--- src/rtl/mul_sched_pkg.sv ---
// mul_sched_pkg
//   Shared types and helpers for the multiplier scheduler.
//   - state_t : scheduler FSM states (IDLE, RUN, DONE)
//   - rr_next : round-robin next-grant search over a valid vector
package mul_sched_pkg;

    typedef enum logic [1:0] {
        IDLE = 2'd0,
        RUN  = 2'd1,
        DONE = 2'd2
    } state_t;

    // Widest requester vector the helper supports (NREQ <= 16).
    localparam int RR_MAX = 16;

    // Returns {found, index}. The search starts at ptr+1 and wraps modulo
    // nreq. Iterating downward lets the nearest candidate overwrite any
    // farther one, so no early loop exit is needed.
    function automatic logic [4:0] rr_next(input logic [RR_MAX-1:0] valid,
                                           input logic [3:0]        ptr,
                                           input int                nreq);
        logic [4:0] res;
        logic [3:0] idx;
        res = '0;
        for (int k = nreq; k >= 1; k--) begin
            idx = 4'((int'(ptr) + k) % nreq);
            if (valid[idx]) begin
                res = {1'b1, idx};
            end
        end
        return res;
    endfunction

endpackage

--- src/rtl/mul_seq_core.sv ---
// mul_seq_core
//   Sequential shift-add unsigned multiplier, one multiplier bit per cycle.
//   Ports:
//     clk, rst  : clock, asynchronous active-high reset
//     start     : load a_in/b_in, clear accumulator and counter
//     run       : perform one shift-add step this cycle
//     a_in,b_in : N-bit unsigned operands
//     last      : high during the final run step
//     prod      : 2N-bit accumulator (final product once last has been seen)
//   Optional feature: MUL_SCHED_EARLY_EXIT_EN ends the run once the remaining
//   multiplier bits are all zero.
module mul_seq_core #(
    parameter int N = 32
) (
    input  logic           clk,
    input  logic           rst,
    input  logic           start,
    input  logic           run,
    input  logic [N-1:0]   a_in,
    input  logic [N-1:0]   b_in,
    output logic           last,
    output logic [2*N-1:0] prod
);

    localparam int CW = $clog2(N);

    logic [N-1:0]   a_q, a_d;
    logic [N-1:0]   mreg_q, mreg_d;
    logic [2*N-1:0] acc_q, acc_d;
    logic [CW-1:0]  cnt_q, cnt_d;
    logic [N-1:0]   mreg_shr;

    always_comb begin
        a_d      = a_q;
        mreg_d   = mreg_q;
        acc_d    = acc_q;
        cnt_d    = cnt_q;
        mreg_shr = mreg_q >> 1;
        if (start) begin
            a_d    = a_in;
            mreg_d = b_in;
            acc_d  = '0;
            cnt_d  = '0;
        end else if (run) begin
            if (mreg_q[0]) begin
                acc_d = acc_q + ({{N{1'b0}}, a_q} << cnt_q);
            end
            mreg_d = mreg_shr;
            cnt_d  = cnt_q + CW'(1);
        end
    end

`ifdef MUL_SCHED_EARLY_EXIT_EN
    assign last = run && ((cnt_q == CW'(N - 1)) || (mreg_shr == '0));
`else
    assign last = run && (cnt_q == CW'(N - 1));
`endif

    assign prod = acc_q;

    always_ff @(posedge clk or posedge rst) begin
        if (rst) begin
            a_q    <= '0;
            mreg_q <= '0;
            acc_q  <= '0;
            cnt_q  <= '0;
        end else begin
            a_q    <= a_d;
            mreg_q <= mreg_d;
            acc_q  <= acc_d;
            cnt_q  <= cnt_d;
        end
    end

endmodule

--- src/rtl/mul_sched.sv ---
// mul_sched
//   Round-robin scheduler sharing one sequential multiplier between NREQ
//   requesters.
//   Ports:
//     clk, rst   : clock, asynchronous active-high reset
//     req_valid  : per-requester operand valid
//     req_ready  : per-requester accept strobe (one-hot or zero)
//     req_a/b    : packed operands, requester i at [i*N +: N]
//     rsp_valid  : product available
//     rsp_ready  : consumer accepts product
//     rsp_id     : requester owning rsp_prod
//     rsp_prod   : 2N-bit unsigned product
//     busy       : high outside IDLE
//   Optional feature: MUL_SCHED_EARLY_EXIT_EN (see mul_seq_core).
module mul_sched
    import mul_sched_pkg::*;
#(
    parameter int N    = 32,
    parameter int NREQ = 4
) (
    input  logic                  clk,
    input  logic                  rst,
    input  logic [NREQ-1:0]       req_valid,
    output logic [NREQ-1:0]       req_ready,
    input  logic [NREQ*N-1:0]     req_a,
    input  logic [NREQ*N-1:0]     req_b,
    output logic                  rsp_valid,
    input  logic                  rsp_ready,
    output logic [$clog2(NREQ)-1:0] rsp_id,
    output logic [2*N-1:0]        rsp_prod,
    output logic                  busy
);

    localparam int IDW = $clog2(NREQ);

    state_t         state_q, state_d;
    logic [IDW-1:0] ptr_q, ptr_d;
    logic [IDW-1:0] id_q, id_d;
    logic [4:0]     pick;
    logic [IDW-1:0] grant_id;
    logic           start;
    logic           run;
    logic           last;
    logic [2*N-1:0] prod;

    always_comb begin
        pick     = rr_next(RR_MAX'(req_valid), 4'(ptr_q), NREQ);
        grant_id = IDW'(pick[3:0]);
        state_d   = state_q;
        ptr_d     = ptr_q;
        id_d      = id_q;
        req_ready = '0;
        start     = 1'b0;
        run       = 1'b0;
        case (state_q)
            IDLE: begin
                if (pick[4]) begin
                    req_ready[grant_id] = 1'b1;
                    start               = 1'b1;
                    id_d                = grant_id;
                    state_d             = RUN;
                end
            end
            RUN: begin
                run = 1'b1;
                if (last) begin
                    state_d = DONE;
                end
            end
            DONE: begin
                // The pointer moves only on the response handshake so the
                // next search starts just after the requester just served.
                if (rsp_ready) begin
                    ptr_d   = id_q;
                    state_d = IDLE;
                end
            end
            default: state_d = IDLE;
        endcase
    end

    always_ff @(posedge clk or posedge rst) begin
        if (rst) begin
            state_q <= IDLE;
            ptr_q   <= IDW'(NREQ - 1);
            id_q    <= '0;
        end else begin
            state_q <= state_d;
            ptr_q   <= ptr_d;
            id_q    <= id_d;
        end
    end

    mul_seq_core #(.N(N)) u_core (
        .clk   (clk),
        .rst   (rst),
        .start (start),
        .run   (run),
        .a_in  (req_a[grant_id*N +: N]),
        .b_in  (req_b[grant_id*N +: N]),
        .last  (last),
        .prod  (prod)
    );

    assign rsp_valid = (state_q == DONE);
    assign rsp_id    = id_q;
    assign rsp_prod  = prod;
    assign busy      = (state_q != IDLE);

endmodule

--- config.mk ---
export PLATFORM = sky130hd
export DESIGN_NAME = mul_sched
export DESIGN_NICKNAME = d
export VERILOG_FILES = /design/src/rtl/mul_sched_pkg.sv /design/src/rtl/mul_seq_core.sv /design/src/rtl/mul_sched.sv
export SDC_FILE = /design/constraint.sdc
export NUM_CORES = 1
export LEC_CHECK = 0
export ABC_CLOCK_PERIOD_IN_PS = 4700
export CORE_ASPECT_RATIO = 1.75
export CORE_MARGIN = 3
export CORE_UTILIZATION = 45
export DETAILED_ROUTE_END_ITERATION = 7
export GPL_TIMING_DRIVEN = 1
export PLACE_DENSITY = 0.77
export SYNTH_ARGS = -nofsm -noshare
export SYNTH_HDL_FRONTEND = slang
export SYNTH_SLANG_ARGS = --single-unit
--- constraint.sdc ---
create_clock -name clk -period 4.7 [get_ports clk]
set_input_delay 0.705 -clock clk [delete_from_list [all_inputs] [get_ports clk]]
set_output_delay 0.705 -clock clk [all_outputs]
set_load 0.05 [all_outputs]
==> Implementation_results.wiki, run 1 <==
{| class="wikitable"
! Metric !! Value
|-
| Status || complete, no violations
|-
| Antenna violations before repair || 1
|-
| Number of endpoints failing setup at the final stage || 0
|-
| Critical path peak fanout || 32
|-
| EDFF count, synth || 0
|-
| Least-Margin Pin Slew || 0.9113 ns
|-
| Mapped Cells || 1827
|-
| Capturing element type of the critical path || flop
|-
| Warnings, synthesis || 0
|-
| CP bufs+invs || 1
|-
| Largest net degree at the start of global routing || 86
|-
| Layout cell share with drive strength beyond 1 || 8.424%
|-
| Launching element type of the critical path || flop
|-
| Combinational group share of total power || 76.5%
|-
| Initial core utilization || 46.17%
|-
| Data required, critical path || 5.09 ns
|-
| Post-Route Skew || 0.01351 ns
|-
| Clock tree from TritonCTS || yes
|-
| Final period util || 95.96%
|-
| Post-route setup TNS || 0 ns
|-
| Critical path class || reg -> reg
|-
| Area of the mapped netlist || 13060 µm²
|-
| Path class of the lowest-slack min-delay path || reg -> reg
|-
| Htree depth || 4
|-
| Number of placement rows || 81
|-
| Clock buffer depth || 2
|-
| Net Sw Frac || 54.34%
|-
| Area of the core || 28280 µm²
|-
| Cell family with the largest share of critical-path delay || simple AND/OR/NAND/NOR gates
|-
| Longest individual stage delay on the worst path || 0.54 ns
|-
| Port buffer count || 334
|-
| Height of the die || 231.3 µm
|-
| Post-synthesis cell type with the largest combined area || dfrtp_1
|-
| Number of nets in the layout || 2429
|-
| Total gr overflow || 0
|-
| Total wirelength of the detailed-routed design || 47620 µm
|-
| Number of buffers added to fix hold violations after cts || 0
|-
| Library cell used as clock root buffer || clkbuf_16
|-
| Area share of the leading cell type in the synthesized netlist || 26.26%
|-
| First-pass DRT Iterations || 5
|-
| Maximum achievable frequency || 221.7 MHz
|-
| Avg Cell Area, Syn || 7.146 µm²
|-
| First-pass GRT wire length || 73370 µm
|-
| Critical Path, Cell by Cell || buf_12 > mux4_2 > mux2i_1 > mux2_2 > a21oi_1 > ha_1 > nand4_1 > or3_1 > nor3_2 > o211ai_1 > a31oi_2 > o21ai_1 > or3_1 > a211o_1 > nand3_1
|-
| DIE AREA || 31170 µm²
|-
| DPL Wire Length || 37910 µm
|-
| Die X || 134.8 µm
|-
| Relative max-transition margin || 39.12%
|-
| Number of top-level design ports || 335
|-
| Power share of the clock group || 8.3%
|-
| Overall track demand over capacity in global routing || 29.90%
|-
| DR WL/cell || 19.15 µm
|-
| Proportion of power drawn by flip-flops and latches || 15.2%
|-
| Number of buffers created by CTS || 17
|-
| Via-to-Cell Ratio || 5.745
|-
| Number of inserted filler cells in the final layout || 2569
|-
| Number of maximum-capacitance constraint violations || 0
|-
| Total power density per cell area || 888.6 nW/µm²
|-
| Number of max-slew violations in the final report || 0
|-
| Hold Fails Final Rpt || 0
|-
| Final standard cell utilization of the core || 61.91%
|-
| Cell-internal power || 0.007103 W
|-
| Power dissipated by switching net loads || 0.008453 W
|-
| Leading cell types by total area after synthesis || dfrtp_1, nand2_1, o21ai_0, ha_1, a21oi_1
|-
| Detailed router's first-iteration violation count || 861
|-
| Via count of the routed design || 14290
|-
| Unique cell type count in the Yosys netlist || 68
|-
| Proportion of register bits with asynchronous set or reset after synthesis || 100.0%
|-
| RePlAce Congestion || 1.026
|-
| Most frequent cell after synthesis || nand2_1
|-
| Yosys reg bits || 139
|-
| Total DRC errors in the routed layout || 0
|-
| Clock edge transition at the registers on the reported setup and hold paths || 0.06 ns
|-
| Cell leakage power || 7.456 nW
|-
| Ranking of synthesized cells by instance count || nand2_1, nor2_1, o21ai_0, a21oi_1, dfrtp_1
|-
| Vias in the first global route || 14010
|-
| WP data arrival || 4.90 ns
|-
| Clock period minus worst slack || 4.510 ns
|-
| Clock Sink Count || 139
|-
| Most used flip-flop cell after synthesis || dfrtp_1
|-
| Worst-Skew Late Latency || 0.46 ns
|-
| Share of the yosys chip area belonging to registers || 26.66%
|-
| Crit-path most repeated cell || or3_1
|-
| Layout-stage area growth over the synthesis result || 34.09%
|-
| Crit-path slowest cell || mux4_2
|-
| Number of nets still failing antenna checks after routing || 0
|-
| Peak ir drop on the vdd network || 487.3 µV
|-
| Syn nets || 2156
|}
==> per-stage QoR <==
stage	hold slack (ns)	instance area [µm²]	setup WS [ns]	std cells	total power, W
6_report	0.5086	17510	0.1899	2487	0.01556
5_1_grt	0.5372	17510	-0.01099	2487	0.01666
4_1_cts	0.5129	17410	0.05931	2484	0.01529
3_5_place_dp	0.4992	16860	0.08432	2452	0.01395
3_3_place_gp	0.4912	16860	0.07617	2452	0.01383
2_1_floorplan	0.4621	13060	0.2738	1827	0.01021
==> final timing paths <==
path / from / cells after the start / to / slack [ns]
setup / recovery: u_core.cnt_q[0] / 15 / u_core.prod[60] / 0.19
hold / removal: u_core.mreg_q[12] / 2 / u_core.mreg_q[12] / 0.51
setup reg to reg: u_core.cnt_q[0] / 15 / u_core.prod[60] / 0.19
hold reg to reg: u_core.mreg_q[12] / 2 / u_core.mreg_q[12] / 0.51
max in group asynchronous: rst / 3 / u_core.prod[53] / 3.04
min in group asynchronous: rst / 2 / u_core.prod[7] / 0.73
==> power by group through the flow <==
stage	sequential [W]	combinational (W)	clock (W)
after floorplan	0.00292	0.00729	0
after global placement	0.00236	0.0115	0
after detailed placement	0.00237	0.0116	0
final	0.00236	0.0119	0.00129
after CTS	0.00235	0.0116	0.00130
after global routing	0.00242	0.0129	0.00135
==> placed cells by master, fill, tap and decap left out, types with 27 or more instances in the layout <==
master and instances:
ha_1 64, dfrtp_1 136, nor2_1 200, mux2_2 27
a22oi_1 32, mux2i_1 38, clkdlybuf4s50_1 334, a21oi_1 154
o21ai_0 194, nand3_1 80, buf_4 53, a21o_1 28
nand2_1 382, xor2_1 30
==> timing repair <==
item,CTS,global route
resized for setup,0,18
endpoints found under the setup margin,0,18
buffers inserted,0,2
==> cell families (layout without fill, tap and decap cells) <==
group	after synthesis	after routing	share of synthesized area, %
xor gates and xnor gates	55	55	3.690
and+or+nand+nor	769	769	24.88
AOI/OAI and AO/OA	551	551	25.01
other	0	1	0
adders and majority gates	66	66	6.383
muxes	86	86	8.578
DFF	139	139	26.66
buffers and inverters	161	447	4.792
==> tightest hold or removal path, stage by stage, from the launching register on <==
cell,delay [ns]
dfrtp_1,0.35
a22oi_1,0.06
o21ai_0,0.06
==> state kept, by name (all words and copies together), names as in the netlist <==
| register | flops |
|---|---|
| u_core.a_q | 32 |
| rsp_id | 2 |
| state_q | 2 |
| ptr_q | 2 |
| u_core.prod | 64 |
| u_core.cnt_q | 5 |
| u_core.mreg_q | 32 |
==> final cells by class <==
| cell class | count | area (µm²) | share of cell area [%] |
|---|---|---|---|
| tap | 373 | 466.7 | 2.666 |
| antenna | 1 | 2.502 | 0.01429 |
| clock buffer | 18 | 439.2 | 2.509 |
| inverter | 24 | 98.84 | 0.5646 |
| clock inverter | 14 | 115.1 | 0.6576 |
| multi-input combinational | 1527 | 9080 | 51.87 |
| timing repair buffer | 391 | 3821 | 21.83 |
| sequential | 139 | 3482 | 19.89 |
==> metal layers <==
metal	wire (µm)	global-route usage [%]	vias up
met3	2136	4.214	153
met4	3244	19.59	0
met2	25130	55.33	530
met5	0	0	-
met1	17110	30.80	6611
li1	-	-	6994
Power figures use the tool's default switching activity.
==> inputs of run 2 (changes only) <==
--- a/config.mk
+++ b/config.mk
@@ -9,6 +9,7 @@
 export CORE_ASPECT_RATIO = 1.75
 export CORE_MARGIN = 3
 export CORE_UTILIZATION = 45
+export CTS_CLUSTER_SIZE = 12
 export DETAILED_ROUTE_END_ITERATION = 7
 export GPL_TIMING_DRIVEN = 1
 export PLACE_DENSITY = 0.77
==> results of run 2 <==
The final DEF is identical to that of run 1; final timing and power are the same.
==> RTL edit: new RTL, settings of run 2 <==
The option `MUL_SCHED_EARLY_EXIT_EN` is turned on by a define.
--- a/src/rtl/mul_seq_core.sv
+++ b/src/rtl/mul_seq_core.sv
@@ -9,6 +9,8 @@
 //     prod      : 2N-bit accumulator (final product once last has been seen)
 //   Optional feature: MUL_SCHED_EARLY_EXIT_EN ends the run once the remaining
 //   multiplier bits are all zero.
+`define MUL_SCHED_EARLY_EXIT_EN
+
 module mul_seq_core #(
     parameter int N = 32
 ) (
Check against the original RTL: not equivalent (Yosys sat finds a counterexample within 4 cycles, from zero or initial values and one cycle with rst high).
==> RTL edit against run 2 <==
- the run now ends with design-rule violations left
- power decreased by 15%
- largest power group unchanged
- critical path depth increased by 4
- synthesized area about the same
- sequential cell count unchanged
- final area increased by 4.2%
- routed wire length decreased by 0.92%
- setup slack got worse by 0.096 ns
- synthesized cell count decreased by 2.6%
==> RTL edit: results (changes against run 2) <==
stage	metric	value	unit	change
outcome	status	finished with violations		
outcome	violated checks	design-rule violations		
setup_path	CP max FO	5		-84%
routing	met3 wire length	2.260	mm	+5.8%
routing	DRC	1		+1
synth	mux share of post-synthesis cell area	9.386	%	+0.81 points
synth	Distinct cells, synth	83		+22%
timing	Clock Skew	0.01288	ns	-0.0006237 ns
global_routing	M3 GR Usage	4.474	%	+0.26 points
cells_and_area	non-filler instance count after layout	2522		+1.4%
cells_and_area	nets	2464		+1.4%
cells_and_area	Filler cells	2468		-3.9%
synth	dominant cells by area after synthesis	dfrtp_1 (26%), nand2_1 (14%), o21ai_0 (9.2%)		
global_routing	largest net degree at the start of global routing	93		+8.1%
timing	max_slew headroom	41.41	%	+2.3 points
global_routing	grt met1 use	29.66	%	-1.1 points
pwr	Max VDD drop	0.5086	mV	+4.4%
global_routing	global-route wire length before repair	72.40	mm	-1.3%
setup_path	reg-to-reg slack, setup	0.09	ns	-0.10 ns
global_routing	number of global-route vias before repair	14200		+1.3%
global_routing	met2 GRT Util	54.75	%	-0.58 points
timing	tightest hold margin	0.4950	ns	-0.01355 ns
place	GPL Wtd Cong	1.002		-2.4%
routing	Avg WL per Cell	18.71	um	-2.3%
pwr	Lkg Pwr	0.007891	uW	+5.8%
routing	met2 WL	25.14	mm	about the same
place	placed cell area	0.01731	mm2	+2.7%
setup_path	RR Endpoint	u_core.prod[57]		
synth	Mapped Nets	2109		-2.2%
clock_tree	setup bufs post-CTS	2		+2
synth	top post-synthesis cells by count	nand2_1 (475), o21ai_0 (241), dfrtp_1 (137), nand3_1 (120), clkbuf_1 (95)		
synth	XOR/XNOR Fraction of Synth Area	3.754	%	+0.065 points
cells_and_area	share of layout cells above drive strength 1	13.64	%	+5.2 points
clock_tree	Reg clk slew, reported paths	0.06	ns	about the same
synth	post-synthesis sequential area ratio	26.64	%	about the same
synth	adder-cell share of the synthesized area	6.379	%	about the same
setup_path	crit path DAT	4.95	ns	+0.05 ns
synth	cell count after synthesis	1780		-2.6%
routing	remaining antenna violation count after routing	0		unchanged
synth	compound-cell area share of the yosys netlist	22.29	%	-2.7 points
place	Setup WS pre-CTS	-0.1066	ns	-0.1909 ns
routing	vias	14360		+0.50%
==> RTL edit: cell types whose count changed after synthesis, sizes merged, moves of 6 or more <==
| cell | change |
|---|---|
| a211oi | -7 |
| a21oi | -83 |
| clkbuf | -9 |
| nand2 | +92 |
| nand3 | +40 |
| nand4 | -7 |
| nor2 | -130 |
| nor4 | +10 |
| o21ai | +40 |
| o21bai | -6 |
| xnor2 | +10 |
| xor2 | -9 |
==> RTL edit: power breakdown <==
part	switching, uW	leakage, uW	total [uW]	internal [uW]
Combinational	5590	0.00580	9630	4040
Sequential	498	0.00179	2150	1660
Clock	538	0.000308	1440	899
==> RTL edit: final cells by class <==
type | instances | area [um2] | area share, %
Multi-Input combinational cell | 1482 | 9150 | 50.14
Timing Repair Buffer | 469 | 4427 | 24.26
Sequential cell | 139 | 3482 | 19.08
Tap cell | 373 | 466.7 | 2.557
Clock buffer | 20 | 446.7 | 2.448
Clock inverter | 12 | 171.4 | 0.9393
Inverter | 26 | 102.6 | 0.5622
Antenna cell | 1 | 2.502 | 0.01371
